===== src/rtl/pipeline_skid_register_if.sv =====
// pipeline_skid_register_if
//   Valid/ready handshake bundle carrying one Size-bit word per transfer.
//   master: drives valid and data, receives ready.
//   slave:  receives valid and data, drives ready.
//   Signals:
//     valid  word on data is offered this cycle
//     ready  receiver accepts the offered word this cycle
//     data   Size-bit payload
interface pipeline_skid_register_if #(
  parameter int Size = 64
);
  logic            valid;
  logic            ready;
  logic [Size-1:0] data;

  modport master (
    output valid,
    output data,
    input  ready
  );

  modport slave (
    input  valid,
    input  data,
    output ready
  );
endinterface


===== src/rtl/pipeline_skid_register.sv =====
// pipeline_skid_register
//   Elastic two-entry pipeline stage (main + skid register). Passes one word per
//   cycle under valid/ready and registers the upstream ready so the ready path
//   is cut between the neighbouring stages.
//   Ports:
//     clk    in   rising-edge clock
//     reset  in   asynchronous active-high reset (clears state and both registers)
//     flush  in   synchronous flush, discards held words, beats in_fire/out_fire
//     up     slave  side of the handshake: valid_i / ready_o / data_i
//     dn     master side of the handshake: valid_o / ready_i / data_o
//
//   state | meaning
//   ------+-------------------------------------------
//   EMPTY | no word held, data_o don't-care
//   BUSY  | main holds the oldest (only) word
//   FULL  | main holds oldest, skid holds the next one
module pipeline_skid_register #(
  parameter int Size = 64
) (
  input  logic                      clk,
  input  logic                      reset,
  input  logic                      flush,
  pipeline_skid_register_if.slave   up,
  pipeline_skid_register_if.master  dn
);

  typedef enum logic [1:0] {
    EMPTY = 2'd0,
    BUSY  = 2'd1,
    FULL  = 2'd2
  } state_t;

  state_t          state_q;
  state_t          state_d;
  logic [Size-1:0] main_q;
  logic [Size-1:0] skid_q;

  logic ready_int;
  logic valid_int;
  logic in_fire;
  logic out_fire;
  logic main_load;
  logic main_from_skid;
  logic skid_load;

  // Outputs decode from the state register only: no input-to-output path.
  assign ready_int = (state_q != FULL);
  assign valid_int = (state_q != EMPTY);

  assign up.ready = ready_int;
  assign dn.valid = valid_int;
  assign dn.data  = main_q;

  assign in_fire  = up.valid & ready_int;
  assign out_fire = valid_int & dn.ready;

  always_ff @(posedge clk or posedge reset) begin
    if (reset) begin
      state_q <= EMPTY;
    end else begin
      state_q <= state_d;
    end
  end

  always_comb begin
    state_d        = state_q;
    main_load      = 1'b0;
    main_from_skid = 1'b0;
    skid_load      = 1'b0;
    if (flush) begin
      // Held words are abandoned in place; contents are don't-care once EMPTY.
      state_d = EMPTY;
    end else begin
      case (state_q)
        EMPTY: begin
          if (in_fire) begin
            main_load = 1'b1;
            state_d   = BUSY;
          end
        end
        BUSY: begin
          if (in_fire && out_fire) begin
            main_load = 1'b1;
          end else if (in_fire) begin
            skid_load = 1'b1;
            state_d   = FULL;
          end else if (out_fire) begin
            state_d = EMPTY;
          end
        end
        FULL: begin
          // ready_o is low here, so only the drain side can fire.
          if (out_fire) begin
            main_load      = 1'b1;
            main_from_skid = 1'b1;
            state_d        = BUSY;
          end
        end
        default: begin
          state_d = EMPTY;
        end
      endcase
    end
  end

  always_ff @(posedge clk or posedge reset) begin
    if (reset) begin
      main_q <= '0;
      skid_q <= '0;
    end else begin
      if (main_load) begin
        main_q <= main_from_skid ? skid_q : up.data;
      end
      if (skid_load) begin
        skid_q <= up.data;
      end
    end
  end

endmodule


===== src/flat_wrapper.sv =====
// flat-port wrapper written by rule: the top's interface ports become plain ports
module pipeline_skid_register_flat 
#(
  parameter int Size = 64
)
  (clk, reset, flush, up_valid, up_data, up_ready, dn_valid, dn_data, dn_ready);
  pipeline_skid_register_if #(.Size(Size)) up_i ();
  pipeline_skid_register_if #(.Size(Size)) dn_i ();
  input  logic clk;
  input  logic reset;
  input  logic flush;
  input wire logic [$bits(up_i.valid)-1:0] up_valid;
  input wire logic [$bits(up_i.data)-1:0] up_data;
  output wire logic [$bits(up_i.ready)-1:0] up_ready;
  output wire logic [$bits(dn_i.valid)-1:0] dn_valid;
  output wire logic [$bits(dn_i.data)-1:0] dn_data;
  input wire logic [$bits(dn_i.ready)-1:0] dn_ready;
  assign up_i.valid = up_valid;
  assign up_i.data = up_data;
  assign up_ready = up_i.ready;
  assign dn_valid = dn_i.valid;
  assign dn_data = dn_i.data;
  assign dn_i.ready = dn_ready;
  pipeline_skid_register #(.Size(Size)) u_core (.clk(clk), .reset(reset), .flush(flush), .up(up_i), .dn(dn_i));
endmodule

===== config.mk =====
export PLATFORM = sky130hd
export DESIGN_NAME = pipeline_skid_register_flat
export DESIGN_NICKNAME = d
export VERILOG_FILES = /design/src/rtl/pipeline_skid_register_if.sv /design/src/rtl/pipeline_skid_register.sv /design/src/flat_wrapper.sv
export SDC_FILE = /design/constraint.sdc
export NUM_CORES = 1
export LEC_CHECK = 0
export CAP_MARGIN = 25
export CORE_MARGIN = 4
export CORE_UTILIZATION = 25
export CTS_CLUSTER_SIZE = 30
export DETAILED_ROUTE_END_ITERATION = 8
export SYNTH_ARGS = -nofsm -noshare
export SYNTH_HDL_FRONTEND = slang
export SYNTH_SLANG_ARGS = --single-unit
export TNS_END_PERCENT = 100

===== constraint.sdc =====
create_clock -name clk -period 6.4 [get_ports clk]
set_input_delay 1.28 -clock clk [delete_from_list [all_inputs] [get_ports clk]]
set_output_delay 1.28 -clock clk [all_outputs]
set_load 0.02 [all_outputs]

==> flow_summary.toml <==
[sta]
fin_skew_ns = 0.0103
final-setup-viol-count = 0
fin_crit_sh_pct = 48.3
fin_hold_ws_ns = 0.502
setup_slack_ns = 3.31
slew_viol_final = 0
hold_viol_final = 0
finalCriticalPeriod_ns = 3.09
slew_headroom_pct = 51.6
tightest_slew_ns = 0.726
fmax_mhz = 323
rsz0062_at_grt = "false"
tns_ns = 0

[route]
ant_nets = 0
dr.pass1.iters = 4
drcViolationCount = 0
wl_um = 12900
vias = 3412
routed.top_layer = "met4"
via_per_inst = 4.16
first_iter_violations = 89
met2RoutedLength_um = 5780
met3WireLength_um = 733
met1_length_um = 6300
wl_per_cell_um = 15.7

[global_route]
grt_pass1_wl_um = 21400
grt_pass1_vias = 3965
gr-usage-all-layers_pct = 10.3
overflow = 0
antenna_found_initial = 0
grt_max_degree = 131

[synth]
synth.top_cell.area_share_pct = 55.1
synth.distinct_cells = 22
synth_ff_type = "dfrtp_1"
yosys_warnings = 0
synth_edf_count = 0
synthArstFlopShare_pct = 100
syn_inst = 358
yosysMostFrequentCell = "dfrtp_1"
synthesis.nets = 427
synth_top_area_cell = "dfrtp_1"
syn_area_per_cell_um2 = 16.5
synth_area_leaders = "dfrtp_1, mux2_4, mux2_2, mux2_1, buf_6"
ys_seq_elements = 130
yosysSeqAreaShare_pct = 55.1
synth.top_cells.by_count = "dfrtp_1, mux2_2, mux2_1"
netlist_area_mm2 = 0.00590

[cts]
clk_latency_ns = 0.41
ctsRootBufferMaster = "clkbuf_16"
cts_max_level = 4
postCtsHoldBufs = 0
numCtsBuffers = 17
clk_pin_slew_worst_paths_ns = 0.06
cts_sinks = 130
post_cts_resized = 0
post_cts_buffers = 0
clockBufferDepth = 2
cts_tree = "yes"

[worst_setup_path]
crit_required_ns = 6.69
r2r-start = "u_core.state_q[0]$_DFFE_PP0P_"
arrival_ns = 3.38
cp-start-kind = "input port"
startpoint = "up_valid"
end_kind = "flop"
crit_fanout = 36
crit_type = "in2reg"

[floorplanning]
coreArea_mm2 = 0.0229
ios = 135
initial_core_util_pct = 25.7
die_w_um = 162
rows = 55
die_height_um = 162
die-area_mm2 = 0.0261

[min_path]
hold_start = "u_core.skid_q[20]$_DFFE_PP0P_"
hold_class = "reg2reg"

[finish]
final_util_pct = 35.7
n_antenna_cell = 0
finalNonFillerCells = 820
layout.nets = 567
area_growth_pct = 38.5
drive_gt1_share_pct = 33.1

[run_status]
status = "complete, no violations"

[power]
leakagePower_nw = 3.48
peakVddDrop_mv = 0.149
power.density_mw_per_mm2 = 336

[run]
cap_violations = 0

[placement]
dp_hpwl_um = 8270
dp_cells = 792
io_buffer_count = 134
routabilityCongestion = 0.702
place_ws_ns = 2.86
-- layout by cell type (no fill, tap or decap), drive strengths merged --
cell / count
a21oi: 2
and2b: 1
buf: 6
bufinv: 3
clkbuf: 22
clkdlybuf4s50: 134
clkinv: 3
dfrtp: 130
inv: 2
mux2: 192
mux2i: 1
nand2b: 1
nand3: 1
nor2: 3
nor2b: 1
nor3: 1
nor3b: 1
o21a: 1
o21ai: 1
or2: 1
-- flip-flops by register name, summed over array words and instances (netlist names) --
register and count:
u_core.dn.data 64, u_core.skid_q 64, u_core.state_q 2
-- through the flow --
stage                     instance area, um2  power, mW
after floorplan                         5900       1.49
after global routing                    8180       2.89
final                                   8180       2.74
after global placement                  7560       1.76
after detailed placement                7590       1.78
after CTS                               8180       2.80
-- power by group --
part           internal, mW  leakage (nW)  switching (mW)  total (mW)
Clock                 0.644         0.294           0.341       0.985
Sequential             1.02          1.56           0.103        1.12
Combinational         0.387          1.63           0.249       0.636
-- final timing paths --
| kind | to | slack [ns] | cells after the start |
|---|---|---|---|
| min | u_core.skid_q[20]$_DFFE_PP0P_ | 0.50 | 1 |
| max in group asynchronous | u_core.dn.data[0]$_DFFE_PP0P_ | 4.46 | 3 |
| max | u_core.dn.data[34]$_DFFE_PP0P_ | 3.31 | 6 |
| min reg2reg | u_core.skid_q[20]$_DFFE_PP0P_ | 0.50 | 1 |
| min in group asynchronous | u_core.dn.data[28]$_DFFE_PP0P_ | 1.42 | 3 |
| max reg2reg | u_core.dn.data[0]$_DFFE_PP0P_ | 4.17 | 6 |
-- cell families after synthesis --
family | after synthesis | share of synthesized area [%]
mux | 193 | 40.6
flops | 130 | 55.1
buf+inv | 21 | 2.74
simple gates | 10 | 1.06
compound gates | 4 | 0.445
-- critical path, stage by stage --
cell and delay, ns:
clkdlybuf4s50_1 0.51, and2b_1 0.26, o21ai_1 0.14, a21oi_4 0.15, buf_4 0.59, mux2_2 0.41
-- layout make-up --
type | count | area (um2)
Clock buffer | 22 | 484
Sequential cell | 130 | 3250
Fill cell | 2190 | 14700
Inverter | 2 | 10.0
Clock inverter | 6 | 105
Tap cell | 313 | 392
Timing Repair Buffer | 140 | 1420
Multi-Input combinational cell | 207 | 2510
-- routing by layer --
metal,vias to the layer above,track usage [%]
met2,91,15.8
li1,1558,-
met1,1758,13.8
met4,0,2.54
met3,5,3.78
met5,-,0
No activity file was read; power rests on OpenSTA's default activity.
